## config.mk

```make
export PLATFORM = sky130hd
export DESIGN_NAME = buffered_router_flat
export DESIGN_NICKNAME = d
export VERILOG_FILES = /design/src/rtl/buffered_router_if.sv /design/src/rtl/buffered_router.sv /design/src/flat_wrapper.sv
export SDC_FILE = /design/constraint.sdc
export NUM_CORES = 1
export LEC_CHECK = 0
export ABC_AREA = 1
export ABC_CLOCK_PERIOD_IN_PS = 9600
export CAP_MARGIN = 40
export CORE_MARGIN = 2
export CORE_UTILIZATION = 35
export DETAILED_ROUTE_END_ITERATION = 7
export PLACE_DENSITY_LB_ADDON = 0.15
export SYNTH_ARGS = -nofsm -noshare
export SYNTH_HDL_FRONTEND = slang
export SYNTH_SLANG_ARGS = --single-unit
export TNS_END_PERCENT = 1
```

## constraint.sdc

```tcl
create_clock -name clk -period 9.6 [get_ports clk]
set_clock_uncertainty 0.2 [all_clocks]
set_input_delay 2.88 -clock clk [delete_from_list [all_inputs] [get_ports clk]]
set_output_delay 2.88 -clock clk [all_outputs]
set_load 0.05 [all_outputs]
```

## src/rtl/buffered_router_if.sv

```systemverilog
// Producer/consumer bundle for buffered_router: input word stream plus per-port outputs.
// slave is the router side, master is the producer/consumer side.
interface buffered_router_if #(
  parameter int DATA_WIDTH = 32,
  parameter int NUM_PORTS  = 4,
  parameter int FIFO_DEPTH = 4
);
  localparam int AW = $clog2(NUM_PORTS);
  localparam int LW = $clog2(FIFO_DEPTH) + 1;

  logic [DATA_WIDTH-1:0]           din;
  logic                            din_en;
  logic [AW-1:0]                   addr;
  logic                            din_ready;
  logic                            addr_err;
  logic [NUM_PORTS*DATA_WIDTH-1:0] dout;
  logic [NUM_PORTS-1:0]            dout_valid;
  logic [NUM_PORTS-1:0]            dout_ready;
  logic [NUM_PORTS-1:0]            fifo_full;
  logic [NUM_PORTS*LW-1:0]         fifo_level;

  modport master (
    output din, din_en, addr, dout_ready,
    input  din_ready, addr_err, dout, dout_valid, fifo_full, fifo_level
  );

  modport slave (
    input  din, din_en, addr, dout_ready,
    output din_ready, addr_err, dout, dout_valid, fifo_full, fifo_level
  );
endinterface

```

## src/rtl/buffered_router.sv

```systemverilog
// Generic FIFO: registered pointers and level; head word readable one cycle after a push.
// Caller must not push when full or pop when empty.
module sync_fifo #(
  parameter int W     = 32,
  parameter int DEPTH = 4
) (
  input  logic                       clk,
  input  logic                       rst,
  input  logic                       push,
  input  logic [W-1:0]               push_dat,
  input  logic                       pop,
  output logic [W-1:0]               head_dat,
  output logic [$clog2(DEPTH):0]     level,
  output logic                       full
);
  localparam int PW = $clog2(DEPTH);
  localparam logic [PW:0] FULL_LVL = (PW+1)'(DEPTH);

  logic [W-1:0]  mem [DEPTH];
  logic [PW-1:0] wr_ptr;
  logic [PW-1:0] rd_ptr;

  // Power-of-two depth lets the pointers wrap naturally.
  always_ff @(posedge clk) begin
    if (rst) begin
      wr_ptr <= '0;
      rd_ptr <= '0;
      level  <= '0;
    end else begin
      if (push) wr_ptr <= wr_ptr + 1'b1;
      if (pop)  rd_ptr <= rd_ptr + 1'b1;
      case ({push, pop})
        2'b10:   level <= level + 1'b1;
        2'b01:   level <= level - 1'b1;
        default: level <= level;
      endcase
    end
  end

  always_ff @(posedge clk) begin
    if (push) mem[wr_ptr] <= push_dat;
  end

  assign head_dat = mem[rd_ptr];
  assign full     = (level == FULL_LVL);
endmodule

// Steers one word stream to NUM_PORTS FIFO-buffered outputs; 1 cycle to dout_valid on an empty port.
// din_ready drops only when the addressed FIFO is full (registered state, no path from dout_ready).
module buffered_router #(
  parameter int DATA_WIDTH = 32,
  parameter int NUM_PORTS  = 4,
  parameter int FIFO_DEPTH = 4
) (
  input logic               clk,
  input logic               rst,
  buffered_router_if.slave  bus
);
  localparam int AW = $clog2(NUM_PORTS);
  localparam int LW = $clog2(FIFO_DEPTH) + 1;
  localparam logic [AW:0] NP_LIM = (AW+1)'(NUM_PORTS);

  logic                  addr_ok;
  logic                  full_sel;
  logic                  din_ready;
  logic                  accept;
  logic                  addr_err_q;
  logic [NUM_PORTS-1:0]  push;
  logic [NUM_PORTS-1:0]  pop;
  logic [NUM_PORTS-1:0]  valid;
  logic [DATA_WIDTH-1:0] head   [NUM_PORTS];
  logic [LW-1:0]         level  [NUM_PORTS];
  logic                  full_u [NUM_PORTS];
  logic [NUM_PORTS*DATA_WIDTH-1:0] dout_w;
  logic [NUM_PORTS-1:0]            full_w;
  logic [NUM_PORTS*LW-1:0]         level_w;

  // Widened compare so the bad-address check also works when NUM_PORTS is a power of 2.
  assign addr_ok = ({1'b0, bus.addr} < NP_LIM);

  always_comb begin
    full_sel = 1'b0;
    for (int p = 0; p < NUM_PORTS; p++) begin
      if (bus.addr == AW'(p)) full_sel = full_u[p];
    end
  end

  assign din_ready = ~addr_ok | ~full_sel;
  assign accept    = bus.din_en & din_ready & addr_ok;

  always_comb begin
    push    = '0;
    pop     = '0;
    valid   = '0;
    dout_w  = '0;
    full_w  = '0;
    level_w = '0;
    for (int p = 0; p < NUM_PORTS; p++) begin
      push[p]  = accept && (bus.addr == AW'(p));
      valid[p] = (level[p] != '0);
      pop[p]   = valid[p] & bus.dout_ready[p];
      dout_w[p*DATA_WIDTH +: DATA_WIDTH] = valid[p] ? head[p] : '0;
      full_w[p] = full_u[p];
      level_w[p*LW +: LW] = level[p];
    end
  end

  for (genvar g = 0; g < NUM_PORTS; g++) begin : g_port
    sync_fifo #(
      .W     (DATA_WIDTH),
      .DEPTH (FIFO_DEPTH)
    ) u_fifo (
      .clk      (clk),
      .rst      (rst),
      .push     (push[g]),
      .push_dat (bus.din),
      .pop      (pop[g]),
      .head_dat (head[g]),
      .level    (level[g]),
      .full     (full_u[g])
    );
  end

  always_ff @(posedge clk) begin
    if (rst) addr_err_q <= 1'b0;
    else     addr_err_q <= bus.din_en & ~addr_ok;
  end

  assign bus.din_ready  = din_ready;
  assign bus.addr_err   = addr_err_q;
  assign bus.dout       = dout_w;
  assign bus.dout_valid = valid;
  assign bus.fifo_full  = full_w;
  assign bus.fifo_level = level_w;
endmodule

```

## src/flat_wrapper.sv

```systemverilog
// flat-port wrapper written by rule: the top's interface ports become plain ports
module buffered_router_flat 
#(
  parameter int DATA_WIDTH = 32,
  parameter int NUM_PORTS  = 4,
  parameter int FIFO_DEPTH = 4
)
  (clk, rst, bus_din, bus_din_en, bus_addr, bus_dout_ready, bus_din_ready, bus_addr_err, bus_dout, bus_dout_valid, bus_fifo_full, bus_fifo_level);
  buffered_router_if #(.DATA_WIDTH(DATA_WIDTH), .NUM_PORTS(NUM_PORTS), .FIFO_DEPTH(FIFO_DEPTH)) bus_i ();
  input logic clk;
  input logic rst;
  input wire logic [$bits(bus_i.din)-1:0] bus_din;
  input wire logic [$bits(bus_i.din_en)-1:0] bus_din_en;
  input wire logic [$bits(bus_i.addr)-1:0] bus_addr;
  input wire logic [$bits(bus_i.dout_ready)-1:0] bus_dout_ready;
  output wire logic [$bits(bus_i.din_ready)-1:0] bus_din_ready;
  output wire logic [$bits(bus_i.addr_err)-1:0] bus_addr_err;
  output wire logic [$bits(bus_i.dout)-1:0] bus_dout;
  output wire logic [$bits(bus_i.dout_valid)-1:0] bus_dout_valid;
  output wire logic [$bits(bus_i.fifo_full)-1:0] bus_fifo_full;
  output wire logic [$bits(bus_i.fifo_level)-1:0] bus_fifo_level;
  assign bus_i.din = bus_din;
  assign bus_i.din_en = bus_din_en;
  assign bus_i.addr = bus_addr;
  assign bus_i.dout_ready = bus_dout_ready;
  assign bus_din_ready = bus_i.din_ready;
  assign bus_addr_err = bus_i.addr_err;
  assign bus_dout = bus_i.dout;
  assign bus_dout_valid = bus_i.dout_valid;
  assign bus_fifo_full = bus_i.fifo_full;
  assign bus_fifo_level = bus_i.fifo_level;
  buffered_router #(.DATA_WIDTH(DATA_WIDTH), .NUM_PORTS(NUM_PORTS), .FIFO_DEPTH(FIFO_DEPTH)) u_core (.clk(clk), .rst(rst), .bus(bus_i));
endmodule
```

==> flow_summary.html <==
<table>
<tr><th>Metric</th><th>Value</th></tr>
<tr><th colspan="2">Synth</th></tr>
<tr><td>Post-synthesis sequential element count</td><td>548</td></tr>
<tr><td>Warnings, synthesis</td><td>0</td></tr>
<tr><td>Post-Synthesis Cell Area</td><td>21700 sq um</td></tr>
<tr><td>Count of distinct cell types in the synthesized netlist</td><td>27</td></tr>
<tr><td>Synthesized Nets</td><td>1847</td></tr>
<tr><td>Number of instances in the synthesized netlist</td><td>1782</td></tr>
<tr><td>Post-Synthesis Mean Instance Area</td><td>12.2 sq um</td></tr>
<tr><td>Sequential fraction of the synthesis area</td><td>74.3%</td></tr>
<tr><th colspan="2">Pwr</th></tr>
<tr><td>Largest voltage drop on the vdd net</td><td>0.000152 V</td></tr>
<tr><td>Part of the power in registers</td><td>39.8%</td></tr>
<tr><td>Clk network pwr share</td><td>32.5%</td></tr>
<tr><td>Standby leakage power</td><td>0.00888 uW</td></tr>
<tr><td>Internal power</td><td>4470 uW</td></tr>
<tr><td>Sw Share</td><td>33.8%</td></tr>
<tr><td>Net Sw Power</td><td>2290 uW</td></tr>
<tr><td>Pwr Density</td><td>255 nW/um^2</td></tr>
<tr><td>Portion of total power attributed to combinational logic</td><td>27.7%</td></tr>
<tr><th colspan="2">Clock tree</th></tr>
<tr><td># resized after CTS</td><td>0</td></tr>
<tr><td>Cts bufs inserted</td><td>57</td></tr>
<tr><td>Worst-skew pair later-pin latency</td><td>600 ps</td></tr>
<tr><td>Clock sink total</td><td>548</td></tr>
<tr><td>CTS tree</td><td>yes</td></tr>
<tr><td>Maximum root-to-sink buffer count</td><td>3</td></tr>
<tr><td>Cell at the root of the clock tree</td><td>clkbuf_16</td></tr>
<tr><td>H-tree Lvls</td><td>2</td></tr>
<tr><td>CTS Hold Bufs</td><td>0</td></tr>
<tr><td>Post-CTS Setup Repair Bufs</td><td>0</td></tr>
<tr><td>Clock transition at the register clock pins on the worst setup and hold paths after CTS</td><td>60 ps</td></tr>
<tr><th colspan="2">Placed design</th></tr>
<tr><td>Placed Area</td><td>24600 sq um</td></tr>
<tr><td>Count of input and output buffers</td><td>189</td></tr>
<tr><td>Final GP Congestion</td><td>0.765</td></tr>
<tr><td>DP Wirelength</td><td>32500 microns</td></tr>
<tr><th colspan="2">STA</th></tr>
<tr><td>Slew margin rel.</td><td>43.4%</td></tr>
<tr><td>Fmax</td><td>125 MHz</td></tr>
<tr><td>RSZ-0062 raised after global routing</td><td>false</td></tr>
<tr><td>Slew @ Worst Pin</td><td>846 ps</td></tr>
<tr><td>Number of hold violations in the final report</td><td>0</td></tr>
<tr><td>Fin Setup TNS</td><td>0 ps</td></tr>
<tr><td>Total count of max-transition violations in the final report</td><td>0</td></tr>
<tr><td>Crit share post-route</td><td>83.6%</td></tr>
<tr><td>Setup violations, final</td><td>0</td></tr>
<tr><td>Min Tclk post-route</td><td>8020 ps</td></tr>
<tr><th colspan="2">Global routing</th></tr>
<tr><td>Number of global-route vias before repair</td><td>13200</td></tr>
<tr><td>Initial antenna violation count</td><td>1</td></tr>
<tr><td>Grt total ovfl</td><td>0</td></tr>
<tr><td>First-pass GRT wire length</td><td>82000 microns</td></tr>
<tr><td>Maximum number of pins on one net before global-route repair</td><td>66</td></tr>
<tr><td>Global routing usage summed across all routing layers</td><td>17.0%</td></tr>
<tr><th colspan="2">Worst setup path</th></tr>
<tr><td>Crit end category</td><td>primary output</td></tr>
<tr><td>Startpoint Class</td><td>input pin</td></tr>
<tr><td>Critical path peak fanout</td><td>7</td></tr>
<tr><td>Number of cells on the worst reg-to-reg path</td><td>12</td></tr>
<tr><td>Data required time at the worst endpoint</td><td>6520 ps</td></tr>
<tr><td>Critical path data arrival time</td><td>4940 ps</td></tr>
<tr><td>Register-to-register setup slack</td><td>6950 ps</td></tr>
<tr><td>Critical setup path kind</td><td>input pin to primary output</td></tr>
<tr><th colspan="2">Cells and area</th></tr>
<tr><td>Number of fill cells</td><td>5689</td></tr>
<tr><td>Post-Layout Inst Area</td><td>26500 sq um</td></tr>
<tr><td>Seq. cell area</td><td>16100 sq um</td></tr>
<tr><td>Layout cells sized above 1</td><td>7.75%</td></tr>
<tr><td>Nets@finish</td><td>2031</td></tr>
<tr><td>Number of diodes added for antenna fixing</td><td>0</td></tr>
<tr><td>Area added between synthesis and finish</td><td>22.2%</td></tr>
<tr><td>Footprint of the multi-input gates</td><td>4950 sq um</td></tr>
<tr><th colspan="2">Job</th></tr>
<tr><td>Number of max-cap violations</td><td>0</td></tr>
<tr><th colspan="2">Detailed routing</th></tr>
<tr><td>Routed vias</td><td>13600</td></tr>
<tr><td>Vias per std cell</td><td>4.86</td></tr>
<tr><td>Iteration-0 DRC Markers</td><td>905</td></tr>
<tr><td>Remaining antenna violation count after routing</td><td>0</td></tr>
<tr><td>DRC Markers</td><td>0</td></tr>
<tr><td>Final routed wirelength across all metal layers</td><td>54900 microns</td></tr>
<tr><td>Average wire length per cell after detail routing</td><td>19.6 microns</td></tr>
<tr><td>DRT Pass-1 Iters</td><td>5</td></tr>
<tr><th colspan="2">Floorplanning</th></tr>
<tr><td>Placeable core region</td><td>61500 sq um</td></tr>
<tr><td>Die W</td><td>253 microns</td></tr>
<tr><td>Num rows</td><td>91</td></tr>
<tr><td>Y dimension of the die</td><td>253 microns</td></tr>
<tr><td>Initial core utilization</td><td>35.3%</td></tr>
<tr><td>Total I/O pin count</td><td>191</td></tr>
<tr><td>Die ar.</td><td>63900 sq um</td></tr>
<tr><th colspan="2">Hold path</th></tr>
<tr><td>Cell count of the worst hold path</td><td>2</td></tr>
<tr><td>Hold Path Class</td><td>flop to flop</td></tr>
<tr><th colspan="2">Status</th></tr>
<tr><td>Outcome</td><td>finished, final reports clean</td></tr>
</table>
## metrics by stage
stage / util [%] / power [uW] / cells / hold WS (ps) / setup slack, ps
6_report: 43.1 / 6760 / 2804 / 272 / 1580
3_5_place_dp: 40.0 / 4640 / 2697 / 263 / 1570
2_1_floorplan: - / 3930 / 1782 / 236 / 2800
4_1_cts: 43.1 / 6840 / 2804 / 271 / 1570
3_3_place_gp: 39.7 / 4620 / 2689 / 253 / 1620
5_1_grt: 43.1 / 7040 / 2804 / 296 / 1450
## cells in the mapped netlist
| master | count | share of area, % |
|---|---|---|
| nand3_1 | 4 | 0.092 |
| clkinv_1 | 3 | 0.052 |
| buf_4 | 5 | 0.17 |
| dfxtp_1 | 36 | 3.3 |
| nor3_1 | 2 | 0.046 |
| fa_1 | 4 | 0.37 |
| nand4_1 | 7 | 0.20 |
| nand3_2 | 1 | 0.046 |
| nor3_2 | 1 | 0.046 |
| edfxtp_1 | 512 | 71 |
| clkbuf_1 | 63 | 1.1 |
| conb_1 | 1 | 0.017 |
| o21ai_0 | 251 | 5.8 |
| nand2_2 | 1 | 0.029 |
| inv_1 | 70 | 1.2 |
| nor2_1 | 551 | 9.5 |
| a21oi_1 | 154 | 3.6 |
| buf_2 | 17 | 0.39 |
| nand4_4 | 3 | 0.29 |
| buf_1 | 15 | 0.26 |
| inv_2 | 4 | 0.069 |
| ha_1 | 20 | 1.2 |
| nor2_8 | 1 | 0.092 |
| nor2_2 | 2 | 0.058 |
| o21ai_1 | 26 | 0.60 |
| nor2_4 | 2 | 0.10 |
| nand2_1 | 26 | 0.45 |
## layout make-up
class / count / share of cell area, %
sequential: 548 / 60.8
multi-input combinational: 1057 / 18.7
timing repair buffer: 225 / 8.60
clock buffer: 75 / 6.03
tap: 790 / 3.73
inverter: 77 / 1.09
clock inverter: 32 / 1.06
## critical path, stage by stage
cell             delay, ps
clkdlybuf4s50_1        520
inv_1                  150
nor2_4                  60
nand3_1                120
nand3_1                100
nor2_2                 250
clkdlybuf4s50_1        870
## routing by layer
layer	routed length (microns)	GRT usage, %	share of wire [%]	vias to the layer above
li1	-	-	-	6610
met1	24600	22.8	45	6686
met2	26600	28.2	49	259
met3	2530	3.48	4.6	75
met4	1160	4.31	2.1	2
met5	8	0	0.015	-
## registers in the layout, summed over array words and instances (netlist names), named ones only
register and cells:
u_core.g_port.u_fifo.level 12, u_core.g_port.u_fifo.rd_ptr 8, u_core.g_port.u_fifo.wr_ptr 8, u_core.g_port.u_fifo.mem 512
## cells in the final DEF (no fill, tap or decap), types with 2 or more instances in the layout
master,count
nor2_1,535
edfxtp_1,512
o21ai_0,251
clkdlybuf4s50_1,189
a21oi_1,154
inv_1,70
clkbuf_16,59
dfxtp_1,32
buf_4,28
nand2_1,26
o21ai_1,26
ha_1,20
clkinv_1,15
nor2_2,12
clkbuf_1,10
clkinv_2,9
nor2_4,8
nand4_1,7
inv_2,6
clkbuf_8,6
buf_12,6
bufinv_16,5
nand3_1,4
fa_1,4
dfxtp_2,4
nand4_4,3
nor3_1,2
inv_6,2
buf_16,2
## power groups by stage
stage	logic (uW)	registers, uW	clock network (uW)
6_report	1870	2690	2200
5_1_grt	1990	2700	2350
4_1_cts	1900	2690	2250
3_5_place_dp	1890	2740	0
3_3_place_gp	1880	2740	0
2_1_floorplan	1160	2770	0
## cells by family after synthesis
kind of cell / count (synthesis) / share of synthesized area [%]
AND/OR/NAND/NOR: 601 / 11.0
adder cells (fa/ha/maj): 24 / 1.52
flip-flops: 548 / 74.3
other: 1 / 0.0173
AO/OA/AOI/OAI: 431 / 9.95
buffers and inverters: 177 / 3.25
## path summary, 6_finish.rpt
kind / start / endpoint
hold reg to reg: u_core.g_port[1].u_fifo.rd_ptr[1] / flop
setup / recovery: bus_addr[1] / bus_din_ready
hold / removal: u_core.g_port[1].u_fifo.rd_ptr[1] / flop
setup reg to reg: u_core.g_port[3].u_fifo.level[0] / u_core.g_port[1].u_fifo.level[2]
No activity file was read; power rests on OpenSTA's default activity.
